## src/rtl/serial_add_pkg.sv

```systemverilog
// Shared types and defaults for the bit-serial adder sequencer.
package serial_add_pkg;

    typedef enum logic [1:0] {
        IDLE = 2'd0,
        RUN  = 2'd1,
        DONE = 2'd2
    } state_t;

    localparam int SERIAL_ADD_W = 8;

endpackage

```

## src/rtl/serial_fa_slice.sv

```systemverilog
// Combinational 1-bit full adder shared by the serial sequencer.
module serial_fa_slice (
    input  logic a,
    input  logic b,
    input  logic ci,
    output logic s,
    output logic co
);

    assign s  = a ^ b ^ ci;
    assign co = (a & b) | (a & ci) | (b & ci);

endmodule

```

## src/rtl/serial_add_ctrl.sv

```systemverilog
// Bit-serial adder sequencer: one full-adder slice per clock, LSB first.
// Optional macro SERIAL_ADD_SUB_EN adds a 'sub' port for a - b (two's complement).
module serial_add_ctrl
    import serial_add_pkg::*;
#(
    parameter int W     = SERIAL_ADD_W,
    parameter int CNT_W = $clog2(W)
) (
    input  logic         clk,
    input  logic         rst,
    input  logic         start,
    input  logic [W-1:0] a,
    input  logic [W-1:0] b,
    input  logic         cin,
`ifdef SERIAL_ADD_SUB_EN
    input  logic         sub,
`endif
    output logic         busy,
    output logic         done,
    output logic [W-1:0] sum,
    output logic         cout
);

    localparam logic [CNT_W-1:0] LAST_BIT = CNT_W'(W - 1);

    state_t           r_state;
    logic [W-1:0]     r_sha;
    logic [W-1:0]     r_shb;
    logic [W-2:0]     r_shs;
    logic             r_carry;
    logic [CNT_W-1:0] r_cnt;
    logic             r_busy;
    logic             r_done;
    logic [W-1:0]     r_sum;
    logic             r_cout;

    logic             w_sub;
    logic             w_sub_load;
    logic             w_bin;
    logic             w_s;
    logic             w_co;
    logic [W-1:0]     w_asm;

`ifdef SERIAL_ADD_SUB_EN
    logic r_sub;
    assign w_sub      = r_sub;
    assign w_sub_load = sub;
`else
    assign w_sub      = 1'b0;
    assign w_sub_load = 1'b0;
`endif

    // Subtraction inverts B at the slice input; the +1 comes from the carry FF.
    assign w_bin = r_shb[0] ^ w_sub;

    serial_fa_slice u_slice (
        .a  (r_sha[0]),
        .b  (w_bin),
        .ci (r_carry),
        .s  (w_s),
        .co (w_co)
    );

    // The new bit enters at the MSB; after W shifts the word is fully assembled.
    assign w_asm = {w_s, r_shs};

    always_ff @(posedge clk or posedge rst) begin
        if (rst) begin
            r_state <= IDLE;
            r_sha   <= '0;
            r_shb   <= '0;
            r_shs   <= '0;
            r_carry <= 1'b0;
            r_cnt   <= '0;
            r_busy  <= 1'b0;
            r_done  <= 1'b0;
            r_sum   <= '0;
            r_cout  <= 1'b0;
`ifdef SERIAL_ADD_SUB_EN
            r_sub   <= 1'b0;
`endif
        end else begin
            r_done <= 1'b0;
            case (r_state)
                IDLE: begin
                    if (start) begin
                        r_sha   <= a;
                        r_shb   <= b;
                        r_carry <= cin | w_sub_load;
                        r_cnt   <= '0;
                        r_busy  <= 1'b1;
                        r_state <= RUN;
`ifdef SERIAL_ADD_SUB_EN
                        r_sub   <= sub;
`endif
                    end
                end
                RUN: begin
                    r_sha   <= r_sha >> 1;
                    r_shb   <= r_shb >> 1;
                    r_shs   <= w_asm[W-1:1];
                    r_carry <= w_co;
                    r_cnt   <= r_cnt + CNT_W'(1);
                    // Publish on the final bit so sum/cout stay frozen while running.
                    if (r_cnt == LAST_BIT) begin
                        r_sum   <= w_asm;
                        r_cout  <= w_co;
                        r_done  <= 1'b1;
                        r_state <= DONE;
                    end
                end
                DONE: begin
                    r_busy  <= 1'b0;
                    r_state <= IDLE;
                end
                default: begin
                    r_busy  <= 1'b0;
                    r_state <= IDLE;
                end
            endcase
        end
    end

    assign busy = r_busy;
    assign done = r_done;
    assign sum  = r_sum;
    assign cout = r_cout;

endmodule

```

## config.mk

```make
export PLATFORM = sky130hd
export DESIGN_NAME = serial_add_ctrl
export DESIGN_NICKNAME = d
export VERILOG_FILES = /design/src/rtl/serial_add_pkg.sv /design/src/rtl/serial_fa_slice.sv /design/src/rtl/serial_add_ctrl.sv
export SDC_FILE = /design/constraint.sdc
export NUM_CORES = 1
export LEC_CHECK = 0
export CAP_MARGIN = 20
export CORE_MARGIN = 4
export CORE_UTILIZATION = 46
export CTS_CLUSTER_DIAMETER = 120
export CTS_CLUSTER_SIZE = 14
export DETAILED_ROUTE_END_ITERATION = 7
export PLACE_DENSITY_LB_ADDON = 0.2
export SLEW_MARGIN = 20
export SYNTH_ARGS = -nofsm -noshare
export SYNTH_HDL_FRONTEND = slang
export SYNTH_SLANG_ARGS = --single-unit
```

## constraint.sdc

```tcl
create_clock -name clk -period 1.3 [get_ports clk]
set_input_delay 0.195 -clock clk [delete_from_list [all_inputs] [get_ports clk]]
set_output_delay 0.195 -clock clk [all_outputs]
set_load 0.01 [all_outputs]
```

* Word level (Yosys, flattened, before mapping)
Cells that the tools add are included.
** Storage, ports and cells
- Flip-flop bits (word level) :: 40
- Input port bits :: 20
- Output and inout port bits :: 11
- Logic and storage cells :: 44
** Cells by class
- Add/sub/neg operators :: 1
- Equality and inequality tests :: 4
- Muxes and demuxes :: 15
- Bitwise operators :: 8
- Reduce and logical (&&, ||, !) cells :: 6
** Operators by type and width (number)
- $pmux W8 S2 :: 2
- $mux W8 :: 2
- $reduce_and A2 Y1 :: 4
- $pmux W3 S2 :: 1
- $mux W1 :: 4
- $mux W2 :: 2
- $ne A2 B2 Y1 const B :: 2
- $pmux W1 S2 :: 2
- $pmux W2 S2 :: 1
- $add A3 B1 Y3 const B :: 1
- $and A1 B1 Y1 :: 3
- $eq A3 B3 Y1 const B :: 1
- $mux W3 :: 1
- $eq A2 B1 Y1 const B :: 1
- $logic_not A2 Y1 :: 1
- $or A1 B1 Y1 :: 2
- $reduce_bool A2 Y1 :: 1
- $xor A1 B1 Y1 :: 2
- $not A1 Y1 :: 1

* Longest topological paths before layout
Gate-level depths: netlist of run 1.
- Depth in word-level cells :: 4
- Mapped depth :: 5
- Depth with buffers taken out :: 5

* Modules after synthesis
A second synthesis of run 1 with hierarchy kept.
** Unflattened totals
- Cell total of the unflattened synthesis :: 152
- Area, all modules :: 1819.2 µm²
** By module, submodules not included
- serial_add_ctrl :: instances 1, cells each 151, area an instance 1799.2 µm², seq. area each 1001.0 µm²
- serial_fa_slice :: instances 1, cells each 1, area an instance 20.0 µm², seq. area each 0.0 µm²

* Worst setup path after synthesis of run 1
No wires, ideal clock.
- Path kind :: reg2reg
- From :: reg r_cnt[0]
- To :: reg r_sum[0] (netlist: sum[0])
- Library setup time :: 125 ps
- Data arrival time :: 1208 ps
- Data required time :: 1175 ps
- Setup slack :: -33 ps
- Cell stages (with the launch flop) :: 5
- Buffers on the path :: 0
- Period minus slack after synthesis :: 1333 ps
- Cell sequence :: dfrtp_1 ha_1 ha_1 nand2_4 mux2_2
** Between the ends
- Word-level cells in the longest chain between the ends :: 2
** Ends and longest elaborated chain
- start: declaration :: RTL line serial_add_ctrl.sv:31 : logic [CNT_W-1:0] r_cnt;
- start signal: assignment :: RTL line serial_add_ctrl.sv:103 : r_cnt <= r_cnt + CNT_W'(1);
- $eq A3 B3 Y1 :: RTL line serial_add_ctrl.sv:105 : if (r_cnt == LAST_BIT) begin
- $reduce_and A2 Y1 (no line)
- end signal: assignment :: RTL line serial_add_ctrl.sv:106 : r_sum <= w_asm;
- end: declaration :: RTL line serial_add_ctrl.sv:34 : logic [W-1:0] r_sum;
Every way passes these cells.
A chain may end at the register's enable or synchronous reset.

* Final worst setup path of run 1
- From :: reg r_cnt[0]
- To :: reg r_cout (netlist: cout)
** Between the ends
- Word-level cells in the longest chain between the ends :: 2
** Ends and longest elaborated chain
- $eq A3 B3 Y1 :: RTL line serial_add_ctrl.sv:105
- $reduce_and A2 Y1 (no line)
- end signal: assignment :: RTL line serial_add_ctrl.sv:107 : r_cout <= w_co;
- end: declaration :: RTL line serial_add_ctrl.sv:35 : logic r_cout;
Every way passes these cells.

==> results of run 1 <==
## cells in the final DEF (no fill, tap or decap), types with 2 or more instances in the layout
master,netlist,final
dlygate4sd2_1,0,11
mux2_4,0,9
nand2b_1,3,2
o21ai_0,4,3
nand2_1,26,26
nor3b_1,3,3
clkbuf_1,3,2
dfrtp_1,40,38
nor2b_1,2,2
clkbuf_8,0,6
a22o_1,2,2
nand3b_1,3,3
clkdlybuf4s50_1,0,19
a21oi_1,5,5
o22a_1,17,17
nand3_1,3,3
dfrtp_2,0,2
nor2_1,3,3
a22oi_1,3,3
inv_1,5,5
buf_4,2,24
## sequential cells by signal (all words and copies together) (netlist names)
register and cells:
sum 8, r_shs 7, r_sha 8, r_state 2
cout 1, r_cnt 3, busy 1, done 1
r_shb 8, r_carry 1
## power by group
part	switching (mW)	internal [mW]
logic	1.05	1.37
clock network	0.403	0.433
registers	0.364	1.81
total	1.81	3.61
## worst max-delay path, stage by stage (launching register included)
cell     delay (ns)
dfrtp_1        0.39
ha_2           0.20
ha_4           0.19
nand2_8        0.10
inv_6          0.04
mux2_4         0.28
## routing by layer
layer  vias to the layer above  track usage [%]
met5                         -                0
met4                         0             5.86
met3                         5             4.35
met2                        21             27.2
met1                       651             21.1
li1                        639                -
## what timing repair did
item	in CTS	in global routing
setup buffers	3	4
gates cloned	1	0
pin swaps	2	3
resized for setup	25	8
setup endpoints to repair	28	20
## cell usage after synthesis
| master | instances | area, sq um |
|---|---|---|
| ha_1 | 2 | 25.0 |
| nand2b_1 | 3 | 18.8 |
| a22oi_1 | 3 | 22.5 |
| nor4b_1 | 1 | 8.76 |
| mux2_2 | 9 | 101 |
| nand2_1 | 26 | 97.6 |
| inv_2 | 1 | 3.75 |
| clkbuf_1 | 3 | 11.3 |
| buf_2 | 2 | 10.0 |
| o22a_1 | 17 | 149 |
| nor2b_4 | 1 | 13.8 |
| buf_4 | 2 | 15.0 |
| nand3_1 | 3 | 15.0 |
| o21bai_1 | 1 | 7.51 |
| fa_1 | 1 | 20.0 |
| nand3b_1 | 3 | 22.5 |
| or4b_1 | 1 | 10.0 |
| nor3_1 | 1 | 5.00 |
| nor2_2 | 1 | 6.26 |
| nand2_4 | 1 | 11.3 |
| clkinv_1 | 1 | 3.75 |
| o21ai_0 | 4 | 20.0 |
| nor2b_1 | 2 | 12.5 |
| dfrtp_1 | 40 | 1000 |
| a21oi_1 | 5 | 25.0 |
| a32o_1 | 1 | 10.0 |
| inv_1 | 5 | 18.8 |
| nor3b_1 | 3 | 22.5 |
| nor2_1 | 3 | 11.3 |
| a22o_1 | 2 | 17.5 |
| a211oi_1 | 1 | 7.51 |
## worst min-delay path by stage
stage / slack, ns / end / cells past startpoint / from
floorplan: 0.33 / r_sha[7]$_DFFE_PP0P_ / 2 / a[7]
global placement: 0.46 / r_shs[0]$_DFFE_PP0P_ / 2 / r_shs[0]$_DFFE_PP0P_
detailed placement: 0.47 / r_shs[0]$_DFFE_PP0P_ / 2 / r_shs[0]$_DFFE_PP0P_
CTS: 0.27 / r_shb[1]$_DFFE_PP0P_ / 3 / rst
global route: 0.30 / sum[5]$_DFFE_PP0P_ / 3 / rst
finish: 0.26 / sum[5]$_DFFE_PP0P_ / 3 / rst
## area by class of cell
cell class / instances / share of cell area, %
clock buffers: 8 / 3.73
inverters: 7 / 1.30
multi-input cells: 96 / 30.4
flip-flops and latches: 40 / 41.6
well taps: 46 / 2.38
repair buffers: 56 / 20.6
## cell families after synthesis
| logic type | share of synthesized area, % |
|---|---|
| DFF | 58.1 |
| buffers and inverters | 3.63 |
| and+or+nand+nor | 14.8 |
| muxes | 5.88 |
| AOI/OAI and AO/OA | 15.0 |
| adders and majority gates | 2.61 |
==> out/metrics.csv, run 1 <==
metric,value,unit
status,"complete, but fails checks",
violations,setup timing,
slew_violations,0,
clock_latency,0.29,ns
dr_wl_met2,1.87,mm
post-route-drc-count,0,
ir_worst_vdd,1.12,mV
fin_hold_ws,0.259,ns
finalSetupViolations,5,
reg2reg_slack,-0.03,ns
pre_cts_slack,-0.197,ns
coreArea,0.00347,sq mm
cts_hold_buf,0,
utilization,69.6,%
cts_buffers,5,
synthCells,149,
synthesis.area,0.00172,sq mm
slew_headroom,80.8,%
total_power,5.43,mW
fin_nets,229,
dp.cells,237,
synth_nets,172,
cts.htree.levels,2,
drtPass1Iterations,4,
vias,1316,
crit_fanout,5,
synth-warning-count,0,
n_antenna_cell,0,
crit_arrival,1.50,ns
dpl.hpwl,2.59,mm
fp-row-count,21,
grt_pass1_wl,6.39,mm
post_drt_via_cell_ratio,5.20,
initial_core_util,49.7,%
cts_tree,yes,
grt_max_degree,41,
fin_skew,0.00332,ns
hp-class,in -> async,
clk_pin_slew,0.07,ns
cp.required,1.47,ns
cap_violations,0,
multiInputGateArea,734,sq um
grt_pass1_vias,1341,
r2r_end,cout$_DFFE_PP0P_,
syn_avg_cell_area,11.6,sq um
die_h,69.2,um
timing.rr.start,r_cnt[0]$_DFFE_PP0P_,
r2r_cells,5,
placed_cell_area,0.00221,sq mm
die_w,69.2,um
cts_sinks,40,
startpoint_type,flop,
powerDensity,2250,mW/mm^2
fill_cells,272,
layout_setup_ws,-0.0259,ns
finalWeightedCongestion,0.772,
antenna_found_initial,0,
finalWirelength,3.78,mm
stdcell_count,253,
hold_violations,0,
avgRoutedWirePerCell,14.9,um
critPathLaunch,r_cnt[0]$_DFFE_PP0P_,
regArea,0.00100,sq mm
max_clock_freq,754,MHz
syn_to_final_growth,40.1,%
min_period,1.33,ns
final_antenna_net_count,0,
endpoint_kind,flop,
grt-ovfl-total,0,
clk_root_buffer_cell,clkbuf_8,
synth_cell_type_count,31,
highest_layer,met4,
critPathKind,reg -> reg,
drt_first_iter_violations,68,
fin_setup_tns,-0.0639,ns
m1WireLength,1.72,mm
crit_path_end,cout$_DFFE_PP0P_,
ys_ff_latch,40,
grt.total_usage,16.6,%
final.period_utilization,102,%
io_buffers,30,
leakage,1.14,nW
wl_met3,137,um
cts_max_path_buffers,2,
synth-seq-area-share,58.1,%
drive_gt1_share,25.1,%
rsz0062_at_grt,true,
postLayoutCellArea,0.00241,sq mm
io_pins,31,
worstMarginPinSlew,0.283,ns
die_area,0.00479,sq mm
Note: power is estimated with default switching activity, not from simulation.
==> run 2: changes to the inputs <==
- ABC_CLOCK_PERIOD_IN_PS: default -> 1300
==> results of run 2 <==
The final DEF is identical to that of run 1; final timing and power are the same.
==> run 3: changes to the inputs <==
- CTS_CLUSTER_SIZE: 14 -> 30
==> results of run 3 <==
The final DEF is identical to that of run 1; final timing and power are the same.
==> RTL edit 1: new RTL, settings of run 3 <==
The option `SERIAL_ADD_SUB_EN` is turned on by a define.
--- a/src/rtl/serial_add_ctrl.sv
+++ b/src/rtl/serial_add_ctrl.sv
@@ -1,5 +1,7 @@
 // Bit-serial adder sequencer: one full-adder slice per clock, LSB first.
 // Optional macro SERIAL_ADD_SUB_EN adds a 'sub' port for a - b (two's complement).
+`define SERIAL_ADD_SUB_EN
+
 module serial_add_ctrl
     import serial_add_pkg::*;
 #(
Ports: changed (added sub); port bits go from 31 to 32. No check against the original RTL was run, so the function may have changed too.
==> RTL edit 1 against run 3 <==
  * The flow still finishes with violations (negative setup slack)
  * Routed wire length decreased by 8.8%
  * Total power increased by 7.0%
  * Worst hold slack improved by 0.0042 ns
  * Sequential cell count increased by 1
  * Synthesized area increased by 0.87%
  * Worst setup slack got worse by 0.12 ns
  * Design area increased by 2.3%
  * Sequential share of layout area about the same
  * Largest cell class unchanged
  * Highest routed layer unchanged
==> RTL edit 1: results (changes against run 3) <==
----------------------------------------------------
[Synthesis]
  Register area share after synthesis ... 58.99% (was 58.06%)
  Post-Synthesis Mean Instance Area ... 12.42 µm² (was 11.57 µm²)
  Ranking of synthesized cells by area ... sky130_fd_sc_hd__dfrtp_1 (59%), sky130_fd_sc_hd__mux2_2 (9.7%), sky130_fd_sc_hd__mux2i_1 (8.1%), sky130_fd_sc_hd__nand2_1 (4.1%), sky130_fd_sc_hd__o21ai_1 (4.0%) (was sky130_fd_sc_hd__dfrtp_1 (58%), sky130_fd_sc_hd__o22a_1 (8.6%), sky130_fd_sc_hd__mux2_2 (5.9%), sky130_fd_sc_hd__nand2_1 (5.7%), sky130_fd_sc_hd__a21oi_1 (1.5%))
  Post-synthesis cell type count ... 24 (was 31)

[Detailed routing]
  DRT Wirelength ... 3.443 mm (was 3.777 mm)
  Number of violations reported at the end of detailed-routing iteration 0 ... 71 (was 68)

[Worst setup path]
  Data arrival, critical path ... 1.62 ns (was 1.50 ns)
  Largest fanout on the critical path ... 10 (was 5)
  Capture point of the worst reg-to-reg path ... sum[3] (was cout)
  Launch instance of the worst register-to-register path ... r_cnt[1] (was r_cnt[0])

[Global routing]
  Maximum number of pins on one net before global-route repair ... 42 (was 41)
  Number of global-route vias before repair ... 1255 (was 1341)
  First-pass GRT wire length ... 5.561 mm (was 6.389 mm)
  Overall track demand over capacity in global routing ... 14.34% (was 16.57%)

[Cells and area]
  Layout Nets ... 216 (was 229)
  Count of non-filler cells in the finished layout ... 239 (was 253)

[STA]
  Final TNS setup ... -1.329 ns (was -0.06391 ns)
  Skew final ... 0.003324 ns (was 0.003320 ns)
  Slew of the pin with the lowest slew margin ... 0.3961 ns (was 0.2835 ns)
  Final critical-path setup slack ... -0.1470 ns (was -0.02591 ns)
  Setup-violating endpoint count in the final report ... 17 (was 5)

[Power and ir drop]
  Static leakage power ... 1.213 nW (was 1.137 nW)

[Place]
  Global placer's final weighted congestion ... 0.7410 (was 0.7722)
  DP HPWL ... 2.380 mm (was 2.587 mm)
  Instance area at placement ... 2276 µm² (was 2206 µm²)
  Cell Count Post-Placement ... 228 (was 237)

[Outcome]
  Failing checks ... negative setup slack (unchanged)
  Outcome ... finished with violations (unchanged)

----------------------------------------------------
-- RTL edit 1: cell types whose count changed after synthesis, moves of 6 or more --
cell                      delta
sky130_fd_sc_hd__o22a_1     -17
sky130_fd_sc_hd__mux2i_1    +14
sky130_fd_sc_hd__o21ai_1    +14
sky130_fd_sc_hd__nand2_1     -7
sky130_fd_sc_hd__mux2_2      +6
-- RTL edit 1: worst max path at each step --
| stage | end |
|---|---|
| after floorplan | sum[0] |
| after global placement | r_sub |
| after detailed placement | sum[5] |
| after CTS | sum[4] |
| after global routing | sum[6] |
| final | sum[3] |
-- RTL edit 1: logic make-up (layout without fill, tap and decap cells) --
| group | Yosys count | after routing | share of synthesized area [%] |
|---|---|---|---|
| adders and majority gates | 3 | 3 | 2.590 |
| buffers and inverters | 14 | 65 | 5.108 |
| muxes | 29 | 29 | 17.77 |
| DFF | 41 | 41 | 58.99 |
| AOI/OAI and AO/OA | 26 | 26 | 8.633 |
| and+or+nand+nor | 26 | 26 | 6.404 |
| xor gates and xnor gates | 1 | 1 | 0.5037 |
-- RTL edit 1: layout make-up --
cell class	instances	area, µm²	area share [%]
Multi-Input combinational cell	85	711.9	28.81
Clock inverter	1	5.005	0.2025
Tap cell	48	60.06	2.430
Clock buffer	5	68.82	2.785
Sequential cell	41	1027	41.57
Timing Repair Buffer	52	571.8	23.14
Inverter	7	26.28	1.063
-- RTL edit 1: stage by stage --
stage | setup slack [ns] | hold WS, ns
finish | -0.1470 | 0.2632
global route | -0.2003 | 0.3043
CTS | -0.1704 | 0.2760
floorplan | -0.1313 | 0.3277
detailed placement | -0.1724 | 0.4748
global placement | -0.1351 | 0.4610
-- RTL edit 1: worst max-delay path, cell delays in order, from the launching register on --
cell and delay [ns]:
sky130_fd_sc_hd__dfrtp_1 0.39, sky130_fd_sc_hd__ha_2 0.20, sky130_fd_sc_hd__ha_4 0.16, sky130_fd_sc_hd__nand3b_1 0.12
sky130_fd_sc_hd__buf_12 0.16, sky130_fd_sc_hd__mux2_4 0.30
-- RTL edit 1: power groups by stage --
stage                     Clock, W  Sequential [W]  Combinational, W
after floorplan                  0         0.00224           0.00151
final                     0.000744         0.00225           0.00282
after detailed placement         0         0.00226           0.00250
after CTS                 0.000771         0.00223           0.00249
after global routing      0.000823         0.00234           0.00307
after global placement           0         0.00221           0.00240
-- RTL edit 1: what timing repair did --
item	CTS	global route
gates resized for setup	16	10
setup endpoints to repair	25	30
cloned	0	2
buffers inserted	2	1
pin swaps	1	4
-- RTL edit 1: routing by layer --
metal / wire, µm / share of wire (%) / vias to the layer above / track usage [%]
li1: - / - / 580 / -
met1: 1375 / 40 / 600 / 16.07
met2: 1870 / 54 / 29 / 26.06
met3: 153 / 4.4 / 5 / 4.928
met4: 43 / 1.2 / 0 / 3.254
met5: 0 / 0 / - / 0
==> RTL edit 2: new RTL, config.mk and constraints of run 3 <==
Without the edit above. Encoding of `state_t`: now one-hot (3 bits for 3 states).
--- a/src/rtl/serial_add_pkg.sv
+++ b/src/rtl/serial_add_pkg.sv
@@ -1,10 +1,10 @@
 // Shared types and defaults for the bit-serial adder sequencer.
 package serial_add_pkg;
 
-    typedef enum logic [1:0] {
-        IDLE = 2'd0,
-        RUN  = 2'd1,
-        DONE = 2'd2
+    typedef enum logic [2:0] {
+        IDLE = 3'b001,
+        RUN  = 3'b010,
+        DONE = 3'b100
     } state_t;
 
     localparam int SERIAL_ADD_W = 8;
Behaviour: no difference found for any inputs over 10 cycles, from zero or initial values and one cycle with rst high; not proved beyond that.
==> RTL edit 2 against run 3 <==
  * Design area increased by 16%
  * Synthesized cell count rose by 15%
  * Combinational power grew 20%
  * Clock skew is 0.0049 ns higher
  * Total power increased by 7.9%
  * Routed wire length is 24% higher
  * Synthesized area is 9.4% higher
  * Count of clock-buffer cells in the layout shrank 3
  * Sequential share of layout area shrank 4.9 points
  * Core utilization increased by 0.89 points
  * The run still ends with negative setup slack left
  * Worst setup slack lost 0.13 ns
  * Clock power fell by 2.6%
  * Sequential cell count grew 1
==> RTL edit 2: results (changes against run 3) <==
----------------------------------------------------
[Global routing]
  Met3 usage in global routing ... 5.817% (was 4.348%)
  Maximum number of pins on one net before global-route repair ... 42 (was 41)
  Met2 track utilization from global routing ... 30.00% (was 27.22%)

[Detailed routing]
  Met2 Routed Length ... 2.343 mm (was 1.868 mm)
  Vias per inst ... 5.739 (was 5.202)
  Number of violations reported at the end of detailed-routing iteration 0 ... 78 (was 68)

[STA]
  Setup-violating endpoint count in the final report ... 31 (was 5)
  Skew final ... 0.008239 ns (was 0.003320 ns)
  Worst Hold Margin ... 0.2505 ns (was 0.2589 ns)
  Final critical-path setup slack ... -0.1529 ns (was -0.02591 ns)

[Worst setup path]
  Launch instance of the worst register-to-register path ... r_state[2] (was r_cnt[0])
  Slowest stage delay, CP ... 0.41 ns (was 0.39 ns)
  Capture point of the worst reg-to-reg path ... sum[4] (was cout)
  CP delay by family, top ... simple AND/OR/NAND/NOR gates (was flip-flops)

[Power and ir drop]
  Peak supply drop ... 1.359 mV (was 1.121 mV)
  Clock group ... 0.000813 W (was 0.000835 W)
  Sequential power share ... 36.5% (was 40.1%)

[Synthesis]
  Register area share after synthesis ... 54.44% (was 58.06%)
  Arithmetic-cell share of the synthesized area counting full adders, half adders and majority gates ... 2.387% (was 2.612%)
  Mux cell area share after synthesis ... 9.549% (was 5.878%)

[Place]
  Global placer's final weighted congestion ... 0.8375 (was 0.7722)
  DP HPWL ... 2.833 mm (was 2.587 mm)

[Cells and area]
  Layout Nets ... 252 (was 229)
  Filler cell count ... 282 (was 272)
  Fraction of layout instances using a drive strength above 1 ... 36.09% (was 25.12%)

[Outcome]
  Failing checks ... negative setup slack (unchanged)
  Outcome ... finished with violations (unchanged)

----------------------------------------------------
-- RTL edit 2: cell types whose count changed in the layout (fill, tap and decap cells not counted), moves of 3 or more --
cell	before	now
sky130_fd_sc_hd__mux2_1	0	4
sky130_fd_sc_hd__nand2_1	26	31
sky130_fd_sc_hd__mux2_4	9	5
sky130_fd_sc_hd__nor3b_1	3	0
sky130_fd_sc_hd__a31oi_1	0	16
sky130_fd_sc_hd__a21oi_1	5	2
sky130_fd_sc_hd__o32ai_2	0	13
sky130_fd_sc_hd__mux2_2	0	7
sky130_fd_sc_hd__o22a_1	17	1
sky130_fd_sc_hd__a22oi_1	3	0
sky130_fd_sc_hd__buf_6	1	10
sky130_fd_sc_hd__buf_4	24	18
-- RTL edit 2: what timing repair did --
item	in CTS	in global routing
cloned	2	0
setup buffers	3	9
hold endpoints to repair	0	0
resized for setup	25	28
pin swaps	3	8
setup endpoints to repair	41	38
-- RTL edit 2: layout make-up --
class                           instances  area [µm²]  share of cell area (%)
Timing Repair Buffer                   62       619.3                   22.12
Clock inverter                          3       17.52                  0.6256
Clock buffer                            5       68.82                   2.458
Sequential cell                        41        1027                   36.68
Tap cell                               50       62.56                   2.234
Inverter                                3       11.26                  0.4021
Multi-Input combinational cell        116       993.5                   35.48
-- RTL edit 2: through the flow --
step / total power, W / setup TNS, ns / std cells / setup WS [ns] / utilization, %
after CTS: 0.005351 / -2.953 / 271 / -0.1207 / 65.47
after global placement: 0.004280 / -5.151 / 258 / -0.2284 / 61.22
after global routing: 0.006271 / -4.670 / 280 / -0.1778 / 70.51
final: 0.005860 / -3.116 / 280 / -0.1529 / 70.51
after detailed placement: 0.004397 / -6.394 / 258 / -0.2996 / 61.22
after floorplan: 0.003705 / -2.171 / 172 / -0.1909 / -
